**src/rtl/hazard_ctrl_pkg.sv**
```systemverilog
`default_nettype none
// +----------------------------------------------------------------------------+
// | Module   : hazard_ctrl_pkg                                                  |
// | Purpose  : Shared types, constants and helpers for the pipeline hazard     |
// |            controller and its mult/div busy counter.                       |
// | Contents : state_t FSM encoding, REG_ZERO, default latency / timeout       |
// |            values, cnt_width() counter sizing helper.                      |
// | Revision : 1.0 - initial release                                           |
// +----------------------------------------------------------------------------+
package hazard_ctrl_pkg;

   typedef enum logic [0:0] {
      RUN      = 1'b0,
      MEM_WAIT = 1'b1
   } state_t;

   localparam logic [4:0] REG_ZERO        = 5'd0;
   localparam int         MD_LATENCY_DEF  = 32;
   localparam int         MEM_TIMEOUT_DEF = 255;

   // Bits needed to hold the value n itself (counters load or reach n).
   function automatic int cnt_width(input int n);
      return (n < 1) ? 1 : $clog2(n + 1);
   endfunction

endpackage : hazard_ctrl_pkg
`default_nettype wire

```
**src/rtl/md_busy_counter.sv**
```systemverilog
`default_nettype none
// +----------------------------------------------------------------------------+
// | Module   : md_busy_counter                                                  |
// | Purpose  : Tracks the multi-cycle mult/div unit. Loads LATENCY on start,   |
// |            counts down to zero and saturates there.                        |
// | Ports    : clk, rst_n (async, active-low)                                  |
// |            start_i - one-cycle launch pulse                                |
// |            busy_o  - result not yet valid (counter nonzero)                |
// | Revision : 1.0 - initial release                                           |
// +----------------------------------------------------------------------------+
module md_busy_counter
   import hazard_ctrl_pkg::*;
#(
   parameter int LATENCY = MD_LATENCY_DEF
) (
   input  logic clk,
   input  logic rst_n,
   input  logic start_i,
   output logic busy_o
);

   localparam int                 CNT_W         = cnt_width(LATENCY);
   localparam logic [CNT_W-1:0]   c_LOAD_VAL    = CNT_W'(LATENCY);
   localparam logic [CNT_W-1:0]   c_ONE         = CNT_W'(1);

   logic [CNT_W-1:0] cnt_q;
   logic [CNT_W-1:0] cnt_d;

   always_comb begin
      cnt_d = cnt_q;
      if (start_i) begin
         cnt_d = c_LOAD_VAL;
      end else if (cnt_q != '0) begin
         cnt_d = cnt_q - c_ONE;
      end
   end

   // Async clear lets busy drop the moment reset asserts.
   always_ff @(posedge clk or negedge rst_n) begin
      if (!rst_n) begin
         cnt_q <= '0;
      end else begin
         cnt_q <= cnt_d;
      end
   end

   assign busy_o = (cnt_q != '0);

endmodule : md_busy_counter
`default_nettype wire

```
**src/rtl/hazard_ctrl.sv**
```systemverilog
`default_nettype none
// +----------------------------------------------------------------------------+
// | Module   : hazard_ctrl                                                      |
// | Purpose  : Pipeline sequencing controller for the 5-stage MIPS core.       |
// |            Resolves load-use stalls, taken-branch flushes, mult/div        |
// |            structural stalls and data-memory wait freezes.                 |
// | Inputs   : ID/EX register fields and flags, branch outcome, MEM access     |
// |            and data-memory acknowledge.                                    |
// | Outputs  : PC / IF/ID / ID/EX / EX/MEM / MEM/WB enables, flushes and       |
// |            bubbles; md_start, md_busy, sticky mem_timeout.                 |
// | Revision : 1.0 - initial release                                           |
// +----------------------------------------------------------------------------+
module hazard_ctrl
   import hazard_ctrl_pkg::*;
#(
   parameter int MD_LATENCY  = MD_LATENCY_DEF,
   parameter int MEM_TIMEOUT = MEM_TIMEOUT_DEF
) (
   input  logic       clk,
   input  logic       rst_n,
   input  logic [4:0] ID_RegRs_IN,
   input  logic [4:0] ID_RegRt_IN,
   input  logic       ID_usesRt_IN,
   input  logic       ID_isMulDiv_IN,
   input  logic       ID_readsHiLo_IN,
   input  logic [4:0] ID_EX_RegRt_IN,
   input  logic       ID_EX_memRead_IN,
   input  logic       ID_EX_mulDiv_IN,
   input  logic       EX_branchTaken_IN,
   input  logic       MEM_access_IN,
   input  logic       MEM_ready_IN,
   output logic       PC_write,
   output logic       IF_ID_write,
   output logic       IF_ID_flush,
   output logic       ID_EX_bubble,
   output logic       ID_EX_write,
   output logic       EX_MEM_write,
   output logic       MEM_WB_bubble,
   output logic       md_start,
   output logic       md_busy,
   output logic       mem_timeout
);

   localparam int               WCNT_W        = cnt_width(MEM_TIMEOUT);
   localparam logic [WCNT_W-1:0] c_TIMEOUT_VAL = WCNT_W'(MEM_TIMEOUT);
   localparam logic [WCNT_W-1:0] c_WCNT_ONE    = WCNT_W'(1);

   state_t            state_q;
   state_t            state_d;
   logic [WCNT_W-1:0] wcnt_q;
   logic [WCNT_W-1:0] wcnt_d;
   logic              timeout_q;
   logic              timeout_d;

   logic              w_freeze;
   logic              w_load_use;
   logic              w_md_hazard;
   logic              w_md_busy;
   logic              w_md_start;

   // ------------------------------------------------------------------------
   // Hazard detection
   // ------------------------------------------------------------------------
   // In RUN the freeze is raised in the same cycle the access misses, so a
   // miss costs exactly one cycle per cycle of ready staying low.
   assign w_freeze = (state_q == RUN) ? (MEM_access_IN & ~MEM_ready_IN)
                                      : ~MEM_ready_IN;

   // $zero is never a real destination, so a load to it cannot create a hazard.
   assign w_load_use = ID_EX_memRead_IN
                     & (ID_EX_RegRt_IN != REG_ZERO)
                     & ((ID_EX_RegRt_IN == ID_RegRs_IN)
                        | (ID_usesRt_IN & (ID_EX_RegRt_IN == ID_RegRt_IN)));

   assign w_md_hazard = w_md_busy & (ID_readsHiLo_IN | ID_isMulDiv_IN);

   // Gated with rst_n so the launch pulse is forced low during reset.
   assign w_md_start  = ID_EX_mulDiv_IN & ~w_freeze & ~w_md_busy & rst_n;

   md_busy_counter #(
      .LATENCY (MD_LATENCY)
   ) u_md_busy_counter (
      .clk     (clk),
      .rst_n   (rst_n),
      .start_i (w_md_start),
      .busy_o  (w_md_busy)
   );

   // ------------------------------------------------------------------------
   // Memory-wait FSM and timeout watchdog
   // ------------------------------------------------------------------------
   always_comb begin
      state_d   = state_q;
      wcnt_d    = '0;
      timeout_d = timeout_q;
      case (state_q)
         RUN: begin
            if (MEM_access_IN && !MEM_ready_IN) begin
               state_d = MEM_WAIT;
            end
         end
         MEM_WAIT: begin
            if (MEM_ready_IN) begin
               state_d = RUN;
            end
            // Saturate at the threshold; the flag is sticky so nothing beyond
            // it needs to be counted.
            wcnt_d = (wcnt_q == c_TIMEOUT_VAL) ? wcnt_q : (wcnt_q + c_WCNT_ONE);
            if (wcnt_d == c_TIMEOUT_VAL) begin
               timeout_d = 1'b1;
            end
         end
         default: begin
            state_d = RUN;
         end
      endcase
   end

   always_ff @(posedge clk or negedge rst_n) begin
      if (!rst_n) begin
         state_q   <= RUN;
         wcnt_q    <= '0;
         timeout_q <= 1'b0;
      end else begin
         state_q   <= state_d;
         wcnt_q    <= wcnt_d;
         timeout_q <= timeout_d;
      end
   end

   // ------------------------------------------------------------------------
   // Pipeline control outputs, fixed priority
   // ------------------------------------------------------------------------
   always_comb begin
      PC_write      = 1'b1;
      IF_ID_write   = 1'b1;
      IF_ID_flush   = 1'b0;
      ID_EX_bubble  = 1'b0;
      ID_EX_write   = 1'b1;
      EX_MEM_write  = 1'b1;
      MEM_WB_bubble = 1'b0;
      if (!rst_n) begin
         PC_write      = 1'b0;
         IF_ID_write   = 1'b0;
         IF_ID_flush   = 1'b1;
         ID_EX_bubble  = 1'b1;
         ID_EX_write   = 1'b0;
         EX_MEM_write  = 1'b0;
         MEM_WB_bubble = 1'b1;
      end else if (w_freeze) begin
         // EX is held, so a taken branch stays put and is re-resolved after
         // release; its flush must not fire now.
         PC_write      = 1'b0;
         IF_ID_write   = 1'b0;
         ID_EX_write   = 1'b0;
         EX_MEM_write  = 1'b0;
         MEM_WB_bubble = 1'b1;
      end else if (EX_branchTaken_IN) begin
         // The stalled ID instruction is on the wrong path anyway.
         IF_ID_flush   = 1'b1;
         ID_EX_bubble  = 1'b1;
      end else if (w_md_hazard || w_load_use) begin
         PC_write      = 1'b0;
         IF_ID_write   = 1'b0;
         ID_EX_bubble  = 1'b1;
      end
   end

   assign md_start    = w_md_start;
   assign md_busy     = w_md_busy;
   assign mem_timeout = timeout_q;

endmodule : hazard_ctrl
`default_nettype wire

```
**config.mk**
```make
export PLATFORM = sky130hd
export DESIGN_NAME = hazard_ctrl
export DESIGN_NICKNAME = d
export VERILOG_FILES = /design/src/rtl/hazard_ctrl_pkg.sv /design/src/rtl/md_busy_counter.sv /design/src/rtl/hazard_ctrl.sv
export SDC_FILE = /design/constraint.sdc
export NUM_CORES = 1
export LEC_CHECK = 0
export ABC_AREA = 1
export BUFFER_PORTS_ARGS = -buffer_cell sky130_fd_sc_hd__buf_2
export CAP_MARGIN = 20
export CORE_AREA = 2 2 57 59
export CTS_CLUSTER_SIZE = 12
export DETAILED_ROUTE_END_ITERATION = 8
export DIE_AREA = 0 0 59 61
export GPL_TIMING_DRIVEN = 0
export HOLD_SLACK_MARGIN = 0.03
export PLACE_DENSITY_LB_ADDON = 0.08
export RECOVER_POWER = 50
export SLEW_MARGIN = 20
export SYNTH_ARGS = -nofsm -noshare
export SYNTH_HDL_FRONTEND = slang
export SYNTH_SLANG_ARGS = --single-unit
```
**constraint.sdc**
```tcl
create_clock -name clk -period 1.5 [get_ports clk]
set_input_delay 0.3 -clock clk [delete_from_list [all_inputs] [get_ports clk]]
set_output_delay 0.3 -clock clk [all_outputs]
set_load 0.02 [all_outputs]
```
# Word-level counts from Yosys, hierarchy flattened

Index checks and enable logic that the tools add are counted.

Bits in registers: 16
Latch bits: 0
Memory bits (writable): 0
Bits in read-only memories: 0
Output and inout port bits: 10
Word-level logic and storage cells: 54
Memories kept: 0

Add/sub/neg operators: 2
$mul: 0
Divide/modulo/power cells: 0
$lt $le $gt $ge: 0
Eq/ne operators: 4
Shift operators: 0
Mux-type cells: 23
Bitwise logic cells: 14
Reductions and logical operators: 7

Operators with widths:

| operator                                                           | count |
|---|---|
| 1-bit 2-to-1 mux                                                   | 18 |
| 8-bit == test, second input constant                               | 2 |
| 8-bit 2-to-1 mux                                                   | 2 |
| 6-bit 2-to-1 mux                                                   | 2 |
| 5-bit == test                                                      | 2 |
| 8-bit by 1-bit adder with 8-bit output, second input constant      | 1 |
| 1-bit bitwise AND                                                  | 8 |
| 6-bit nonzero test                                                 | 1 |
| 6-bit by 1-bit subtractor with 6-bit output, second input constant | 1 |
| 5-bit nonzero test                                                 | 1 |
| 1-bit inverter                                                     | 4 |
| 1-bit bitwise OR                                                   | 2 |
| 1-bit one-hot mux with 2 select lines                              | 1 |
| 2-bit AND reduction                                                | 1 |
| 2-bit nonzero test                                                 | 1 |
| 1-bit logical AND                                                  | 1 |
| 1-bit logical NOT                                                  | 1 |
| 1-bit logical OR                                                   | 1 |

# Depth between registers and ports, before layout

Gate-level depths: netlist of the first run.

Word-level depth: 9
Depth in mapped cells: 11
Depth with buffers taken out: 11

# Cells and area by module

Synthesis of the first run repeated with hierarchy kept, for this count alone.

Cell total of the unflattened synthesis: 184
Area total of the unflattened synthesis: 1197.4 µm²

By module, submodules not included:

| module          | instances | cells each | area each (µm²) | sequential area each (µm²) |
|---|---|---|---|---|
| hazard_ctrl     | 1         | 142        | 855.8           | 250.2 |
| md_busy_counter | 1         | 42         | 341.6           | 150.1 |

# Least setup slack after synthesis of the first run

Ideal clock, no wire load.

Kind: register to output
From: register u_md_busy_counter.cnt_q[0]
To: output PC_write
Arrival: 1.806 ns
Path slack: -0.606 ns
Stages on the path, launching flop included: 10
Buffers on the path: 1
Path through: dfrtp_1 -> inv_1 -> ha_1 -> nand2_1 -> nor3_4 -> inv_2 -> o21ai_1 -> nand2_1 -> a21oi_1 -> buf_4

Cells in the longest elaborated chain, start to end: 7

RTL lines:

| what                           | RTL line              | RTL |
|---|---|---|
| from (decl)                    | md_busy_counter.sv:26 | `logic [CNT_W-1:0] cnt_q;` |
| from (signal assigned)         | md_busy_counter.sv:43 | `cnt_q <= cnt_d;` |
| 6-bit nonzero test             | md_busy_counter.sv:47 | `assign busy_o = (cnt_q != '0);` |
| via md_busy                    | hazard_ctrl.sv:40     | `output logic md_busy,` |
| 1-bit bitwise AND              | hazard_ctrl.sv:75     | `assign w_md_hazard = w_md_busy & (ID_readsHiLo_IN \| ID_isMulDiv_IN);` |
| 1-bit logical OR               | hazard_ctrl.sv:162    | `end else if (w_md_hazard \|\| w_load_use) begin` |
| 1-bit 2-to-1 mux (4 in series) | --                    |  |
| to (decl)                      | hazard_ctrl.sv:32     | `output logic PC_write,` |

The timed path passes the listed nets, and every way through them passes these cells.

# Worst setup path in the final report of the first run

From: register u_md_busy_counter.cnt_q[0]
To: output PC_write

Cells in the longest elaborated chain, start to end: 7

RTL lines:

| what               | RTL line              | RTL |
|---|---|---|
| 6-bit nonzero test | md_busy_counter.sv:47 |  |
| 1-bit bitwise AND  | hazard_ctrl.sv:75     |  |
| 1-bit logical OR   | hazard_ctrl.sv:162    |  |
| 1-bit 2-to-1 mux   | hazard_ctrl.sv:162    |  |
| 1-bit 2-to-1 mux   | hazard_ctrl.sv:158    | `end else if (EX_branchTaken_IN) begin` |
| 1-bit 2-to-1 mux   | hazard_ctrl.sv:150    | `end else if (w_freeze) begin` |
| 1-bit 2-to-1 mux   | hazard_ctrl.sv:142    | `if (!rst_n) begin` |

No other way between the ends.

==> flow_summary.json, run 1 <==
{
  "fin_skew_ns": 0.00792,
  "ys_seq_area_share_pct": 33.9,
  "cp-start-kind": "flip-flop",
  "synth.avg_cell_area_sq_um": 6.71,
  "synth_top_area_cell": "dfrtp_1",
  "hold_path_end": "u_md_busy_counter.cnt_q[5]",
  "die-width_um": 59,
  "io_buffer_count": 34,
  "cap_violations": 0,
  "syn2layout_area_growth_pct": 43.6,
  "yosysUniqueCellTypes": 27,
  "path_class": "flip-flop to output pin",
  "status": "finished, violations left",
  "syn_area_sq_um": 1180,
  "end_kind": "output pin",
  "diodes": 0,
  "num_io_pins": 35,
  "drc": 0,
  "cp_slowest_cell": "dfrtp_1",
  "antenna_found_initial": 0,
  "synth-edff-count": 0,
  "grt_remaining_overflow": 0,
  "dieArea_sq_um": 3600,
  "crit_chain": "inv_2, ha_4, nand2_4, nor3_4, inv_2, o21ai_2, nand2_2, a21oi_4, buf_6, buf_6",
  "final.period_utilization_pct": 133,
  "max_freq_mhz": 503,
  "synthArstFlopShare_pct": 100,
  "synthCells": 176,
  "arrival_ns": 1.69,
  "die_h_um": 61,
  "drive_above_1_share_pct": 38.9,
  "min_path_type": "input port to flip-flop",
  "synth_top_cell_area_share_pct": 33.9,
  "layout_setup_ws_ns": -0.489,
  "grt_usage_pct": 17.6,
  "p_leak_nw": 0.930,
  "first_pass_iters": 4,
  "synthFlopType": "dfrtp_1",
  "drt-total-wl_um": 2830,
  "wl_per_cell_um": 10.8,
  "drtAntennaViolNets": 0,
  "cp_slowest_stage_delay_ns": 0.40,
  "r2r_cells": 9,
  "setup_violations": 9,
  "worst_pin_slew_ns": 0.744,
  "grt_pass1_vias": 1174,
  "h-tree-depth": 1,
  "worstPathRequired_ns": 1.20,
  "fin_nets": 258,
  "drtIter0Drc": 21,
  "hold_violations": 0,
  "clk_latency_ns": 0.28,
  "rrSetupSlack_ns": 0.02,
  "grt_max_degree": 17,
  "core_sq_um": 2950,
  "vias_per_cell": 4.51,
  "gp_congestion": 0.853,
  "vias": 1181,
  "violations": "setup timing",
  "clk_pin_slew_ns": 0.10,
  "syn_nets": 204,
  "synth_commonest_cells": "48 x nand2_1, 32 x inv_1, 16 x dfrtp_1",
  "ys_ff_latch": 16,
  "yosysMostFrequentCell": "nand2_1",
  "power_density_nw_per_um2": 939,
  "rows": 20,
  "worstHoldStart": "ID_EX_mulDiv_IN",
  "ys_warn_count": 0,
  "netlist_top_cells_area": "dfrtp_1 34%, nand2_1 15%, inv_1 10%, nand3_1 5.1%, nor2_1 4.8%",
  "clock_path_buffers": 2,
  "slew_headroom_pct": 50.2,
  "fillCellCount": 284,
  "maxSlewViolCount": 0,
  "fin_util_pct": 57.5,
  "numClockSinks": 16,
  "rr_endpoint": "mem_timeout",
  "timing.hold.ws_ns": 0.311,
  "r2r_start": "wcnt_q[1]",
  "numCtsBuffers": 3,
  "rsz0062_at_grt": "true",
  "dpl.hpwl_um": 1960,
  "cts-root-buf": "clkbuf_4",
  "ir_worst_vdd_mv": 0.669,
  "start_util_pct": 40.0,
  "cp_max_fo": 2,
  "hold_depth": 3,
  "cts_tree": "built",
  "grt_pass1_wl_um": 4810,
  "period_needed_ns": 1.99
}
[layout by cell type (no fill, tap or decap), drive strengths merged]
cell type	count
dfrtp	16
dlygate4sd3	1
xnor2	2
o21ai	9
o22ai	1
inv	38
o21bai	2
nand3	13
buf	47
a21oi	6
nor3	2
a31oi	1
clkbuf	7
nand2	56
ha	3
xor2	2
nand3b	1
and2	1
nand4	1
nor2	20
[area by class of cell]
cell class | count | area [sq um] | share of cell area, %
inverters | 38 | 143 | 8.41
multi-input cells | 120 | 709 | 41.8
clock buffers | 4 | 36.3 | 2.14
flip-flops and latches | 16 | 400 | 23.6
plain buffers | 2 | 22.5 | 1.33
repair buffers | 49 | 344 | 20.3
well taps | 33 | 41.3 | 2.43
[state kept, by name (all words and copies together), names as in the netlist]
name,cells
state_q,1
mem_timeout,1
wcnt_q,8
u_md_busy_counter.cnt_q,6
[metal layers]
layer | global-route usage [%] | vias to the layer above | wire (um)
li1 | - | 639 | -
met1 | 22.1 | 521 | 1340
met2 | 31.0 | 19 | 1360
met3 | 3.84 | 2 | 111
met4 | 3.90 | 0 | 13
met5 | 0 | - | 0
[worst max-delay path: cells and delay by family (launching register included)]
kind	cells	cell delay [ns]
DFF	1	0.40
buffers and inverters	4	0.36
and+or+nand+nor	3	0.28
AOI/OAI and AO/OA	2	0.23
adders and majority gates	1	0.14
[worst max-delay path by stage]
stage / from / to / slack (ns)
6_report: u_md_busy_counter.cnt_q[0] / PC_write / -0.49
5_1_grt: u_md_busy_counter.cnt_q[0] / PC_write / -0.58
4_1_cts: u_md_busy_counter.cnt_q[0] / PC_write / -0.56
3_5_place_dp: u_md_busy_counter.cnt_q[1] / PC_write / -0.39
3_3_place_gp: u_md_busy_counter.cnt_q[1] / PC_write / -0.39
2_1_floorplan: u_md_busy_counter.cnt_q[1] / PC_write / -0.31
[cells by family (layout without fill, tap and decap cells)]
family          count (synthesis)  count (layout)  synth area share (%)
simple gates                   94              94                  37.6
buf+inv                        40              93                  13.3
compound gates                 19              19                  9.00
flops                          16              16                  33.9
xor+xnor                        4               4                  2.97
fa+ha+maj                       3               3                  3.18
[repair_timing]
action                     4_1_cts  5_1_grt
gates cloned                     0        0
pin swaps                        7       10
setup endpoints to repair       10       12
gates resized for setup         28       12
hold endpoints to repair        16        0
hold buffers                     1        0
buffers inserted                12        7
[through the flow]
| step | cell area (sq um) | TNS [ns] | cells | total power, mW | setup WS (ns) |
|---|---|---|---|---|---|
| after floorplan | 1220 | -0.546 | 176 | 0.998 | -0.308 |
| final | 1700 | -2.47 | 262 | 1.59 | -0.489 |
| after global placement | 1430 | -1.17 | 243 | 1.12 | -0.390 |
| after CTS | 1660 | -2.88 | 259 | 1.59 | -0.562 |
| after detailed placement | 1430 | -1.29 | 243 | 1.14 | -0.389 |
| after global routing | 1700 | -3.43 | 262 | 1.70 | -0.579 |
[power breakdown]
group | total [mW] | switching [mW] | leakage [nW] | internal (mW)
combinational | 0.720 | 0.386 | 0.701 | 0.334
clock | 0.281 | 0.134 | 0.0210 | 0.148
sequential | 0.592 | 0.0685 | 0.209 | 0.523
No activity file was read; power rests on OpenSTA's default activity.
==> run 2, diff against run 1 <==
==> constraint.sdc (replaced) <==
create_clock -name clk -period 1.5 [get_ports clk]
set_input_delay 0.15 -clock clk [delete_from_list [all_inputs] [get_ports clk]]
set_output_delay 0.15 -clock clk [all_outputs]
set_load 0.02 [all_outputs]
==> flow_summary.json, run 2 (synthesis results as in run 1) <==
{
  "status": "finished, violations left",
  "violations": "setup timing",
  "dieArea_sq_um": 3600,
  "worstSetupStartpoint": "u_md_busy_counter.cnt_q[1]",
  "worstHoldStart": "MEM_access_IN",
  "r2r_start": "u_md_busy_counter.cnt_q[1]",
  "die-width_um": 59,
  "worst_pin_slew_ns": 0.716,
  "grt_pass1_vias": 1140,
  "crit_chain": "inv_2, ha_4, nand2_4, nor3_4, inv_2, o21ai_2, nand2_2, a21oi_4, buf_6, buf_6",
  "end_kind": "output pin",
  "drive_above_1_share_pct": 43.5,
  "final_cell_mix": "41 x nand2_1, 27 x inv_1, 23 x buf_2",
  "antenna_found_initial": 0,
  "timing.hold.ws_ns": 0.149,
  "arrival_ns": 1.67,
  "cap_violations": 0,
  "io_buffer_count": 34,
  "start_util_pct": 40.0,
  "min_path_type": "input port to flip-flop",
  "clk_pin_slew_ns": 0.09,
  "cp_slowest_stage_delay_ns": 0.41,
  "crit_family": "flip-flops",
  "layout_setup_ws_ns": -0.321,
  "syn2layout_area_growth_pct": 47.4,
  "grt_use_met1_pct": 20.6,
  "h-tree-depth": 1,
  "p_leak_nw": 0.953,
  "drtIter0Drc": 46,
  "fin_util_pct": 58.9,
  "grt_max_degree": 17,
  "rr_endpoint": "u_md_busy_counter.cnt_q[2]",
  "cp-start-kind": "flip-flop",
  "grt_pass1_wl_um": 4620,
  "fin_area_sq_um": 1740,
  "drc": 0,
  "cp_max_fo": 2,
  "crit_buf_inv": 4,
  "final.period_utilization_pct": 121,
  "grt_remaining_overflow": 0,
  "drtAntennaViolNets": 0,
  "maxSlewViolCount": 0,
  "vias": 1230,
  "path_class": "flip-flop to output pin",
  "largest_register_ffs": 8,
  "regMostFlops": "wcnt_q",
  "ir_worst_vdd_mv": 0.684,
  "worstPathRequired_ns": 1.35,
  "die_h_um": 61,
  "gp_congestion": 0.818,
  "num_io_pins": 35,
  "clk_latency_ns": 0.28,
  "largestRegisters": "wcnt_q: 8 flops, u_md_busy_counter.cnt_q: 6 flops",
  "rows": 20,
  "hold_violations": 0,
  "fin_nets": 260,
  "numClockSinks": 16,
  "rsz0062_at_grt": "true",
  "hold_depth": 3,
  "core_sq_um": 2950,
  "max_freq_mhz": 549,
  "drt-total-wl_um": 2790,
  "slew_headroom_pct": 52.1,
  "rrSetupSlack_ns": 0.04,
  "first_pass_iters": 4,
  "cts_tree": "built",
  "cp_slowest_cell": "dfrtp_1",
  "grt_usage_pct": 16.9,
  "placed_cell_area_sq_um": 1420,
  "vias_per_cell": 4.68,
  "tns_ns": -1.46,
  "clock_path_buffers": 2,
  "numCtsBuffers": 3,
  "wl_per_cell_um": 10.6,
  "grt_use_met2_pct": 29.7,
  "setup_violations": 8,
  "diodes": 0,
  "path_depth": 10,
  "hold_path_end": "state_q",
  "r2r_cells": 10,
  "fin_skew_ns": 0.00268,
  "use_met3_pct": 5.12,
  "dpl.hpwl_um": 1960,
  "cts-root-buf": "clkbuf_4",
  "power_density_nw_per_um2": 905,
  "grt-busiest-layer": "met2",
  "final_common_cell": "nand2_1",
  "period_needed_ns": 1.82
}
## run 2: cell types whose count changed in the layout (fill, tap and decap cells not counted), sizes merged
cell and change:
buf +3, clkbuf -2
## run 2: cell type report
class	count	area (sq um)
Multi-Input combinational cell	120	751
Fill cell	265	1210
Clock buffer	3	22.5
Inverter	38	143
Buffer	2	22.5
Tap cell	33	41.3
Sequential cell	16	403
Timing Repair Buffer	51	358
## run 2: where the power goes
part / switching [mW] / internal (mW) / total [mW] / leakage (nW)
sequential: 0.0727 / 0.524 / 0.597 / 0.206
clock: 0.135 / 0.0931 / 0.228 / 0.0138
combinational: 0.395 / 0.355 / 0.750 / 0.733
## run 2: timing repair
item	CTS	global route
cloned	0	0
setup buffers	7	10
gates resized for setup	18	33
endpoints found under the hold margin	16	0
setup endpoints to repair	9	10
hold buffers	1	0
pin swaps	7	18
## run 2: worst max path at each step
stage / slack [ns] / end
2_1_floorplan: -0.16 / PC_write
3_5_place_dp: -0.24 / PC_write
6_report: -0.32 / PC_write
3_3_place_gp: -0.24 / PC_write
5_1_grt: -0.42 / PC_write
4_1_cts: -0.35 / PC_write
## run 2: layer usage
metal  up-vias  wire length, um  share of wire (%)
met4         0               10               0.36
met2        25             1400                 50
met3         2              135                4.8
li1        643                -                  -
met5         -                0                  0
met1       560             1240                 44
## run 2: worst reg2reg max path, delay by kind of cell (launching register included)
| kind | cells | cell delay, ns |
|---|---|---|
| and+or+nand+nor | 3 | 0.23 |
| adders and majority gates | 1 | 0.14 |
| buffers and inverters | 5 | 0.52 |
| DFF | 1 | 0.41 |
| AOI/OAI and AO/OA | 1 | 0.06 |
## run 2: metrics by stage
step | power [mW] | setup WS [ns] | cells
after CTS | 1.49 | -0.354 | 253
final | 1.57 | -0.321 | 263
after global placement | 1.12 | -0.241 | 243
after global routing | 1.70 | -0.421 | 263
after floorplan | 0.994 | -0.158 | 176
after detailed placement | 1.13 | -0.240 | 243
